--- src/rtl/maquina_primaria_if.sv ---
// Processor/bus/memory signal bundle for the MESI cache controller.
// The slave view belongs to the controller, the master view to its environment.
interface maquina_primaria_if;
    logic       CpuRead;
    logic       CpuWrite;
    logic       Hit;
    logic [1:0] LineState;
    logic       SharedIn;
    logic       BusGrant;
    logic       MemReady;
    logic       BusReq;
    logic       BusReadMiss;
    logic       BusWriteMiss;
    logic       BusInvalid;
    logic       WriteBack;
    logic       MemoryAccess;
    logic [1:0] NewState;
    logic       Done;
    logic       CpuStall;

    modport slave (
        input  CpuRead, CpuWrite, Hit, LineState,
        input  SharedIn, BusGrant, MemReady,
        output BusReq, BusReadMiss, BusWriteMiss,
        output BusInvalid, WriteBack, MemoryAccess,
        output NewState, Done, CpuStall
    );

    modport master (
        output CpuRead, CpuWrite, Hit, LineState,
        output SharedIn, BusGrant, MemReady,
        input  BusReq, BusReadMiss, BusWriteMiss,
        input  BusInvalid, WriteBack, MemoryAccess,
        input  NewState, Done, CpuStall
    );
endinterface

--- src/rtl/maquina_primaria.sv ---
// MESI cache line controller: hits, S->M upgrades, misses with victim
// write-back and line fetch. All outputs are registered with the state.
module maquina_primaria (
    input logic                Clock,
    input logic                ResetN,
    maquina_primaria_if.slave  bus
);
    localparam logic [1:0] ST_E = 2'b00;
    localparam logic [1:0] ST_I = 2'b01;
    localparam logic [1:0] ST_S = 2'b10;
    localparam logic [1:0] ST_M = 2'b11;

    typedef enum logic [2:0] {
        IDLE, ARB, WB, FETCH, INV, DONE
    } state_t;

    state_t     state;
    logic       opWrite;
    logic       opHit;
    logic [1:0] opState;
    logic       reqHit;
    logic       reqFast;

    // A tag match on an Invalid line is still a miss.
    assign reqHit  = bus.Hit && (bus.LineState != ST_I);
    // Every hit completes locally except a write to a Shared line.
    assign reqFast = reqHit &&
                     (!bus.CpuWrite || bus.LineState != ST_S);

    always_ff @(posedge Clock or negedge ResetN) begin
        if (!ResetN) begin
            state            <= IDLE;
            opWrite          <= 1'b0;
            opHit            <= 1'b0;
            opState          <= ST_I;
            bus.BusReq       <= 1'b0;
            bus.BusReadMiss  <= 1'b0;
            bus.BusWriteMiss <= 1'b0;
            bus.BusInvalid   <= 1'b0;
            bus.WriteBack    <= 1'b0;
            bus.MemoryAccess <= 1'b0;
            bus.NewState     <= ST_I;
            bus.Done         <= 1'b0;
            bus.CpuStall     <= 1'b0;
        end else begin
            unique case (state)
                IDLE: begin
                    if (bus.CpuRead || bus.CpuWrite) begin
                        opWrite      <= bus.CpuWrite;
                        opHit        <= reqHit;
                        opState      <= bus.LineState;
                        bus.CpuStall <= 1'b1;
                        if (reqFast) begin
                            state        <= DONE;
                            bus.Done     <= 1'b1;
                            bus.NewState <= bus.CpuWrite ?
                                            ST_M : bus.LineState;
                        end else begin
                            state      <= ARB;
                            bus.BusReq <= 1'b1;
                        end
                    end
                end
                ARB: begin
                    if (bus.BusGrant) begin
                        // Only S-upgrades reach ARB with a hit.
                        if (opHit) begin
                            state          <= INV;
                            bus.BusInvalid <= 1'b1;
                        end else if (opState == ST_M) begin
                            state            <= WB;
                            bus.WriteBack    <= 1'b1;
                            bus.MemoryAccess <= 1'b1;
                        end else begin
                            state            <= FETCH;
                            bus.MemoryAccess <= 1'b1;
                            bus.BusReadMiss  <= !opWrite;
                            bus.BusWriteMiss <= opWrite;
                        end
                    end
                end
                WB: begin
                    if (bus.MemReady) begin
                        state            <= FETCH;
                        bus.WriteBack    <= 1'b0;
                        bus.BusReadMiss  <= !opWrite;
                        bus.BusWriteMiss <= opWrite;
                    end
                end
                FETCH: begin
                    if (bus.MemReady) begin
                        state            <= DONE;
                        bus.MemoryAccess <= 1'b0;
                        bus.BusReadMiss  <= 1'b0;
                        bus.BusWriteMiss <= 1'b0;
                        bus.BusReq       <= 1'b0;
                        bus.Done         <= 1'b1;
                        if (opWrite)
                            bus.NewState <= ST_M;
                        else
                            bus.NewState <= bus.SharedIn ?
                                            ST_S : ST_E;
                    end
                end
                INV: begin
                    state          <= DONE;
                    bus.BusInvalid <= 1'b0;
                    bus.BusReq     <= 1'b0;
                    bus.Done       <= 1'b1;
                    bus.NewState   <= ST_M;
                end
                DONE: begin
                    state        <= IDLE;
                    bus.Done     <= 1'b0;
                    bus.CpuStall <= 1'b0;
                end
                default: state <= IDLE;
            endcase
        end
    end
endmodule

--- src/flat_wrapper.sv ---
// flat-port wrapper written by rule: the top's interface ports become plain ports
module maquina_primaria_flat 
  (Clock, ResetN, bus_CpuRead, bus_CpuWrite, bus_Hit, bus_LineState, bus_SharedIn, bus_BusGrant, bus_MemReady, bus_BusReq, bus_BusReadMiss, bus_BusWriteMiss, bus_BusInvalid, bus_WriteBack, bus_MemoryAccess, bus_NewState, bus_Done, bus_CpuStall);
  maquina_primaria_if bus_i ();
  input logic Clock;
  input logic ResetN;
  input wire logic [$bits(bus_i.CpuRead)-1:0] bus_CpuRead;
  input wire logic [$bits(bus_i.CpuWrite)-1:0] bus_CpuWrite;
  input wire logic [$bits(bus_i.Hit)-1:0] bus_Hit;
  input wire logic [$bits(bus_i.LineState)-1:0] bus_LineState;
  input wire logic [$bits(bus_i.SharedIn)-1:0] bus_SharedIn;
  input wire logic [$bits(bus_i.BusGrant)-1:0] bus_BusGrant;
  input wire logic [$bits(bus_i.MemReady)-1:0] bus_MemReady;
  output wire logic [$bits(bus_i.BusReq)-1:0] bus_BusReq;
  output wire logic [$bits(bus_i.BusReadMiss)-1:0] bus_BusReadMiss;
  output wire logic [$bits(bus_i.BusWriteMiss)-1:0] bus_BusWriteMiss;
  output wire logic [$bits(bus_i.BusInvalid)-1:0] bus_BusInvalid;
  output wire logic [$bits(bus_i.WriteBack)-1:0] bus_WriteBack;
  output wire logic [$bits(bus_i.MemoryAccess)-1:0] bus_MemoryAccess;
  output wire logic [$bits(bus_i.NewState)-1:0] bus_NewState;
  output wire logic [$bits(bus_i.Done)-1:0] bus_Done;
  output wire logic [$bits(bus_i.CpuStall)-1:0] bus_CpuStall;
  assign bus_i.CpuRead = bus_CpuRead;
  assign bus_i.CpuWrite = bus_CpuWrite;
  assign bus_i.Hit = bus_Hit;
  assign bus_i.LineState = bus_LineState;
  assign bus_i.SharedIn = bus_SharedIn;
  assign bus_i.BusGrant = bus_BusGrant;
  assign bus_i.MemReady = bus_MemReady;
  assign bus_BusReq = bus_i.BusReq;
  assign bus_BusReadMiss = bus_i.BusReadMiss;
  assign bus_BusWriteMiss = bus_i.BusWriteMiss;
  assign bus_BusInvalid = bus_i.BusInvalid;
  assign bus_WriteBack = bus_i.WriteBack;
  assign bus_MemoryAccess = bus_i.MemoryAccess;
  assign bus_NewState = bus_i.NewState;
  assign bus_Done = bus_i.Done;
  assign bus_CpuStall = bus_i.CpuStall;
  maquina_primaria u_core (.Clock(Clock), .ResetN(ResetN), .bus(bus_i));
endmodule
--- config.mk ---
export PLATFORM = sky130hd
export DESIGN_NAME = maquina_primaria_flat
export DESIGN_NICKNAME = d
export VERILOG_FILES = /design/src/rtl/maquina_primaria_if.sv /design/src/rtl/maquina_primaria.sv /design/src/flat_wrapper.sv
export SDC_FILE = /design/constraint.sdc
export NUM_CORES = 1
export LEC_CHECK = 0
export ABC_CLOCK_PERIOD_IN_PS = 1500
export BUFFER_PORTS_ARGS = -buffer_cell sky130_fd_sc_hd__buf_2
export CORE_ASPECT_RATIO = 2
export CORE_MARGIN = 1
export CORE_UTILIZATION = 29
export DETAILED_ROUTE_END_ITERATION = 8
export GPL_TIMING_DRIVEN = 0
export PLACE_DENSITY = 0.58
export SYNTH_ARGS = -nofsm -noshare
export SYNTH_HDL_FRONTEND = slang
export SYNTH_SLANG_ARGS = --single-unit
--- constraint.sdc ---
create_clock -name Clock -period 1.5 [get_ports Clock]
set_input_delay 0.15 -clock Clock [delete_from_list [all_inputs] [get_ports Clock]]
set_output_delay 0.15 -clock Clock [all_outputs]
set_load 0.01 [all_outputs]
# == Yosys cells after proc, flatten, opt, wreduce, memory -nomap -nowiden ==
# Cells that the tools add are included.
# totals
regBits,17
in_bits,10
output_inout_bits,10
wordCells,100
# op_classes
n_eq_ne,18
muxes,45
n_reduce_logical,24
# ops
operator,n
two-way mux 1 bit,23
AND reduction 4 bit,5
two-way mux 3 bit,6
one-hot mux 3 bit (5 select lines),1
!= test 2 bit (second input constant),7
two-way mux 2 bit,6
!= test 2 x 1 -> 1 bit (second input constant),5
one-hot mux 1 bit (3 select lines),3
one-hot mux 1 bit (2 select lines),4
nonzero test 2 bit,4
equality test 3 x 2 -> 1 bit (second input constant),2
equality test 3 bit (second input constant),2
one-hot mux 2 bit (3 select lines),1
AND reduction 6 bit,1
nonzero test 3 bit,2
AND reduction 5 bit,1
one-hot mux 1 bit (4 select lines),1
AND reduction 2 bit,2
nonzero test 4 bit,1
equality test 3 x 1 -> 1 bit (second input constant),1
zero test 3 bit,1
AND reduction 3 bit,1
equality test 2 bit (second input constant),1
logical AND 1 bit,2
2 further kinds,4

# == Depth between registers and ports, before layout ==
# logic_depth
word_depth,6
ltp_mapped,6
depth_no_buf,4

# == Worst setup path before layout ==
# No wires, ideal clock.
# synth_path
path_type,reg-to-reg
from,register u_core.state[2]
to,register u_core.bus.NewState[1]
setup_time_ps,128
t_arrival_ps,1397
t_required_ps,1372
path_slack_ps,-24
stages_incl_launch_ff,6
path_buffers,1
period_less_slack_ps,1524
path_cell_list,dfrtp_1 buf_6 or3_1 a22oi_2 a21oi_2 mux2_1
# synth_via
elab_chain_cells,3
word_cells_on_any_way,9
cone_classes,eq/ne (5); mux (1); reduce/logical (3)
# synth_lines
item,line_no,rtl
"start, declared",maquina_primaria.sv:17,state_t state;
"start signal, assigned",maquina_primaria.sv:32,state <= IDLE;
"start signal, assigned",maquina_primaria.sv:54,state <= DONE;
"start signal, assigned",maquina_primaria.sv:59,state <= ARB;
equality test 3 x 2 -> 1 bit (tied with other cells),maquina_primaria.sv:46,unique case (state)
!= test 2 bit (no line) (tied with other cells),--,
AND reduction 4 bit (no line),--,
"end signal, assigned",maquina_primaria.sv:56,bus.NewState <= bus.CpuWrite ?
"end signal, assigned",maquina_primaria.sv:101,bus.NewState <= bus.SharedIn ?
"end, declared",maquina_primaria_if.sv:26,"output NewState, Done, CpuStall"
# Parallel ways exist; a longest one is shown, timed or not.
# A chain may end at the register's enable or synchronous reset.

# == Worst setup path after layout ==
# Same ends and word-level chain as after synthesis.

==> metrics.md <==
| Metric | Value |
|---|---|
| Gate Count Post-Synth | `91` |
| Clock sink total | `17` |
| Via count of the first global-routing pass | `857` |
| Remaining DRCs | `0` |
| Worst setup path class | `reg -> reg` |
| Data required time at the worst endpoint | `1.65 ns` |
| Count of input and output buffers | `18` |
| Launch instance of the worst min-delay path | `bus_Hit` |
| Slew Limit Fails | `0` |
| Async set-reset flop share out of synthesis | `100.0%` |
| Dominant synthesized flop cell | `sky130_fd_sc_hd__dfrtp_1` |
| Synth Cell Area | `918.4 um2` |
| Hold Fails Final Rpt | `0` |
| Post-Route Utilization | `40.04%` |
| Placed Instance Area | `0.001046 mm2` |
| Slowest stage cell on the critical path | `sky130_fd_sc_hd__dfrtp_1` |
| Design Area, Final | `0.001192 mm2` |
| Worst path max stage delay | `0.37 ns` |
| Total inserted antenna cells | `0` |
| Unrepaired setup endpoints after global routing | `yes` |
| Reported max-cap violation count | `0` |
| Worst VDD drop | `1.062 mV` |
| Launch point of the worst reg-to-reg path | `u_core.state[2]` |
| Placer congestion estimate | `0.8840` |
| Core region area | `0.002978 mm2` |
| Worst setup EP type | `flop` |
| Worst-case clock skew | `0.009168 ns` |
| Global-route usage over all layers | `15.19%` |
| Library cell with the highest instance count after synthesis | `sky130_fd_sc_hd__dfrtp_1` |
| Number of cells on the critical path | `5` |
| Number of buffers and inverters on the critical path | `1` |
| Largest net degree at the start of global routing | `18` |
| Post-DP HPWL | `1.715 mm` |
| Reg-to-reg critical path endpoint | `u_core.bus.NewState[1]` |
| Die footprint | `0.003409 mm2` |
| Measured slew at the worst slew-check pin | `0.4872 ns` |
| Starting utilization of the core area | `30.84%` |
| TritonCTS clock tree | `built` |
| Share of layout cells above drive strength 1 | `42.50%` |
| Setup TNS Final | `-0.1011 ns` |
| Remaining antenna violation count | `0` |
| Yosys Warn Count | `0` |
| Total power per unit cell area | `2090 mW/mm2` |
| Leakage power | `0.0005165 uW` |
| Fraction of met2 tracks used by global routing | `27.97%` |
| Width of the die | `41.79 um` |
| Violated checks | `negative setup slack` |
| Layout overhead on the synthesized area | `29.84%` |
| Number of nets in the finished design | `131` |
| Drt wl/cell | `16.29 um` |
| Fraction of met1 tracks used by global routing | `14.29%` |
| Crit Path Max Fanout | `5` |
| Critical path, cell by cell | `buf_6 -> or3_4 -> a22oi_2 -> a21oi_2 -> mux2_4` |
| Later-pin clock latency in the skew report | `0.26 ns` |
| Syn nets | `101` |
| Number of ports placed on the die boundary | `20` |
| Register-to-register setup slack | `-0.06 ns` |
| Post-DR vias/cell | `5.767` |
| First element of the critical path | `u_core.state[2]` |
| Register area share after synthesis | `46.59%` |
| First DRT Iteration DRCs | `31` |
| Worst-case setup margin in the final layout | `-0.06025 ns` |
| Arrival time at the worst endpoint | `1.71 ns` |
| Crit path launch type | `flop` |
| Die Ht | `81.59 um` |
| Top cells by count, synth | `sky130_fd_sc_hd__dfrtp_1, sky130_fd_sc_hd__nand2_1, sky130_fd_sc_hd__o21ai_0` |
| Type of the most critical hold path | `in -> reg` |
| Highest-utilization routing layer at the global route stage | `met2` |
| Setup-failing EPs final | `3` |
| Cell row count | `28` |
| Clock edge transition at the registers on the reported setup and hold paths | `0.07 ns` |
| Normalized max-slew margin | `67.52%` |
| Run status | `complete, but fails checks` |
| Number of different library cells in the post-synthesis netlist | `39` |
| Synthesized flop and latch total | `17` |
| Clk root buf | `sky130_fd_sc_hd__clkbuf_8` |
| H-tree level count | `1` |
| Initial antenna violation count | `0` |
| Cell class contributing the biggest share of worst-path delay | `flip-flops` |
| Reg2reg path depth | `5` |
| Achievable clock frequency | `640.9 MHz` |
| Total chip power | `2492 uW` |
| Routed via count | `865` |
| Clock buffers created by TritonCTS | `3` |
| Worst slack at placement | `-0.1125 ns` |
| 1st-pass router iterations | `4` |
| Aggregate routed wire length | `2.443 mm` |
| Final worst-path cycle share | `104.0%` |
| Post-layout min period | `1.560 ns` |
| Number of enable flip-flop cells after synthesis | `0` |
| Biggest area contributors in the synthesized netlist | `sky130_fd_sc_hd__dfrtp_1, sky130_fd_sc_hd__dfstp_2, sky130_fd_sc_hd__o21ai_0` |
| Cell type contributing the most total cell area after synthesis | `sky130_fd_sc_hd__dfrtp_1` |
| Aggregate global routing overflow | `0` |
| Average cell area after synthesis | `10.09 um2` |
| Capture point of the critical path | `u_core.bus.NewState[1]` |
| Met3 usage | `1.758%` |
| Number of buffers on the longest clock path | `2` |
| First-pass GRT wire length | `3.891 mm` |
| Proportion of netlist area held by the largest area contributor | `40.87%` |
[logic make-up (layout without fill, tap and decap cells)]
family                 Yosys count  count (layout)  share of synthesized area, %
AND/OR/NAND/NOR                 26              26                         15.40
flip-flops                      17              17                         46.59
AO/OA/AOI/OAI                   33              33                         26.70
buffers and inverters           10              39                         5.312
multiplexers                     5               5                         5.994
[sequential cells by signal, summed over array words and instances (netlist names)]
| register | count |
|---|---|
| u_core.bus.NewState | 2 |
| u_core.bus.WriteBack | 1 |
| u_core.bus.BusReadMiss | 1 |
| u_core.state | 3 |
| u_core.bus.CpuStall | 1 |
| u_core.bus.BusReq | 1 |
| u_core.bus.Done | 1 |
| u_core.opHit | 1 |
| u_core.opWrite | 1 |
| u_core.bus.BusWriteMiss | 1 |
| u_core.bus.MemoryAccess | 1 |
| u_core.opState | 2 |
| u_core.bus.BusInvalid | 1 |
[metal layers]
metal  vias up  routed length [um]
met1       408                 875
li1        398                   -
met5         -                   0
met3        14                 133
met2        45                1306
met4         0                 128
[per-stage QoR]
| step | instances | hold WS [ns] |
|---|---|---|
| after floorplan | 91 | -0.1456 |
| after global placement | 139 | 0.09665 |
| after detailed placement | 139 | 0.1004 |
| after CTS | 145 | 0.1678 |
| after global routing | 150 | 0.1839 |
| final | 150 | 0.1657 |
[area by class of cell]
| type | instances | area (um2) |
|---|---|---|
| fillers | 282 | 1785 |
| well taps | 30 | 37.54 |
| repair buffers | 27 | 160.2 |
| multi-input cells | 64 | 475.5 |
| plain buffers | 4 | 23.77 |
| clock inverters | 1 | 5.005 |
| flip-flops and latches | 17 | 430.4 |
| inverters | 4 | 18.77 |
| clock buffers | 3 | 41.29 |
[where the power goes]
group | internal, uW | leakage [uW] | switching, uW | total [uW]
Combinational | 615 | 0.000295 | 637 | 1250
Clock | 185 | 0.0000255 | 166 | 351
Sequential | 690 | 0.000196 | 199 | 890
Total | 1490 | 0.000517 | 1000 | 2490
[worst register-to-register path: stages (launching register included)]
cell and delay, ns:
sky130_fd_sc_hd__dfrtp_1 0.37, sky130_fd_sc_hd__buf_6 0.13, sky130_fd_sc_hd__or3_4 0.33, sky130_fd_sc_hd__a22oi_2 0.24
sky130_fd_sc_hd__a21oi_2 0.08, sky130_fd_sc_hd__mux2_4 0.31
[worst min-delay path by stage]
stage / endpoint / slack, ns / cells past startpoint
2_1_floorplan: u_core.bus.BusInvalid / -0.15 / 0
3_3_place_gp: u_core.state[2] / 0.1 / 1
3_5_place_dp: u_core.state[2] / 0.10 / 1
4_1_cts: u_core.opHit / 0.17 / 3
5_1_grt: u_core.opHit / 0.18 / 3
6_report: u_core.opHit / 0.17 / 3
[what timing repair did]
| item | 4_1_cts | 5_1_grt |
|---|---|---|
| hold buffers | 1 | 0 |
| resized for setup | 7 | 6 |
| hold endpoints to repair | 15 | 0 |
| pin swaps | 2 | 2 |
| endpoints found under the setup margin | 4 | 6 |
| setup buffers | 3 | 5 |
[placed cells by master (no fill, tap or decap), types with 3 or more instances in the layout]
cell,netlist,layout
sky130_fd_sc_hd__o21ai_0,8,7
sky130_fd_sc_hd__inv_1,4,3
sky130_fd_sc_hd__a22o_1,3,3
sky130_fd_sc_hd__buf_2,3,19
sky130_fd_sc_hd__nand2_1,9,9
sky130_fd_sc_hd__nor2_1,7,7
sky130_fd_sc_hd__buf_4,0,8
sky130_fd_sc_hd__a21oi_1,3,3
sky130_fd_sc_hd__clkbuf_8,0,3
sky130_fd_sc_hd__a31oi_1,3,3
sky130_fd_sc_hd__dfrtp_1,15,13
No activity file was read; power rests on OpenSTA's default activity.
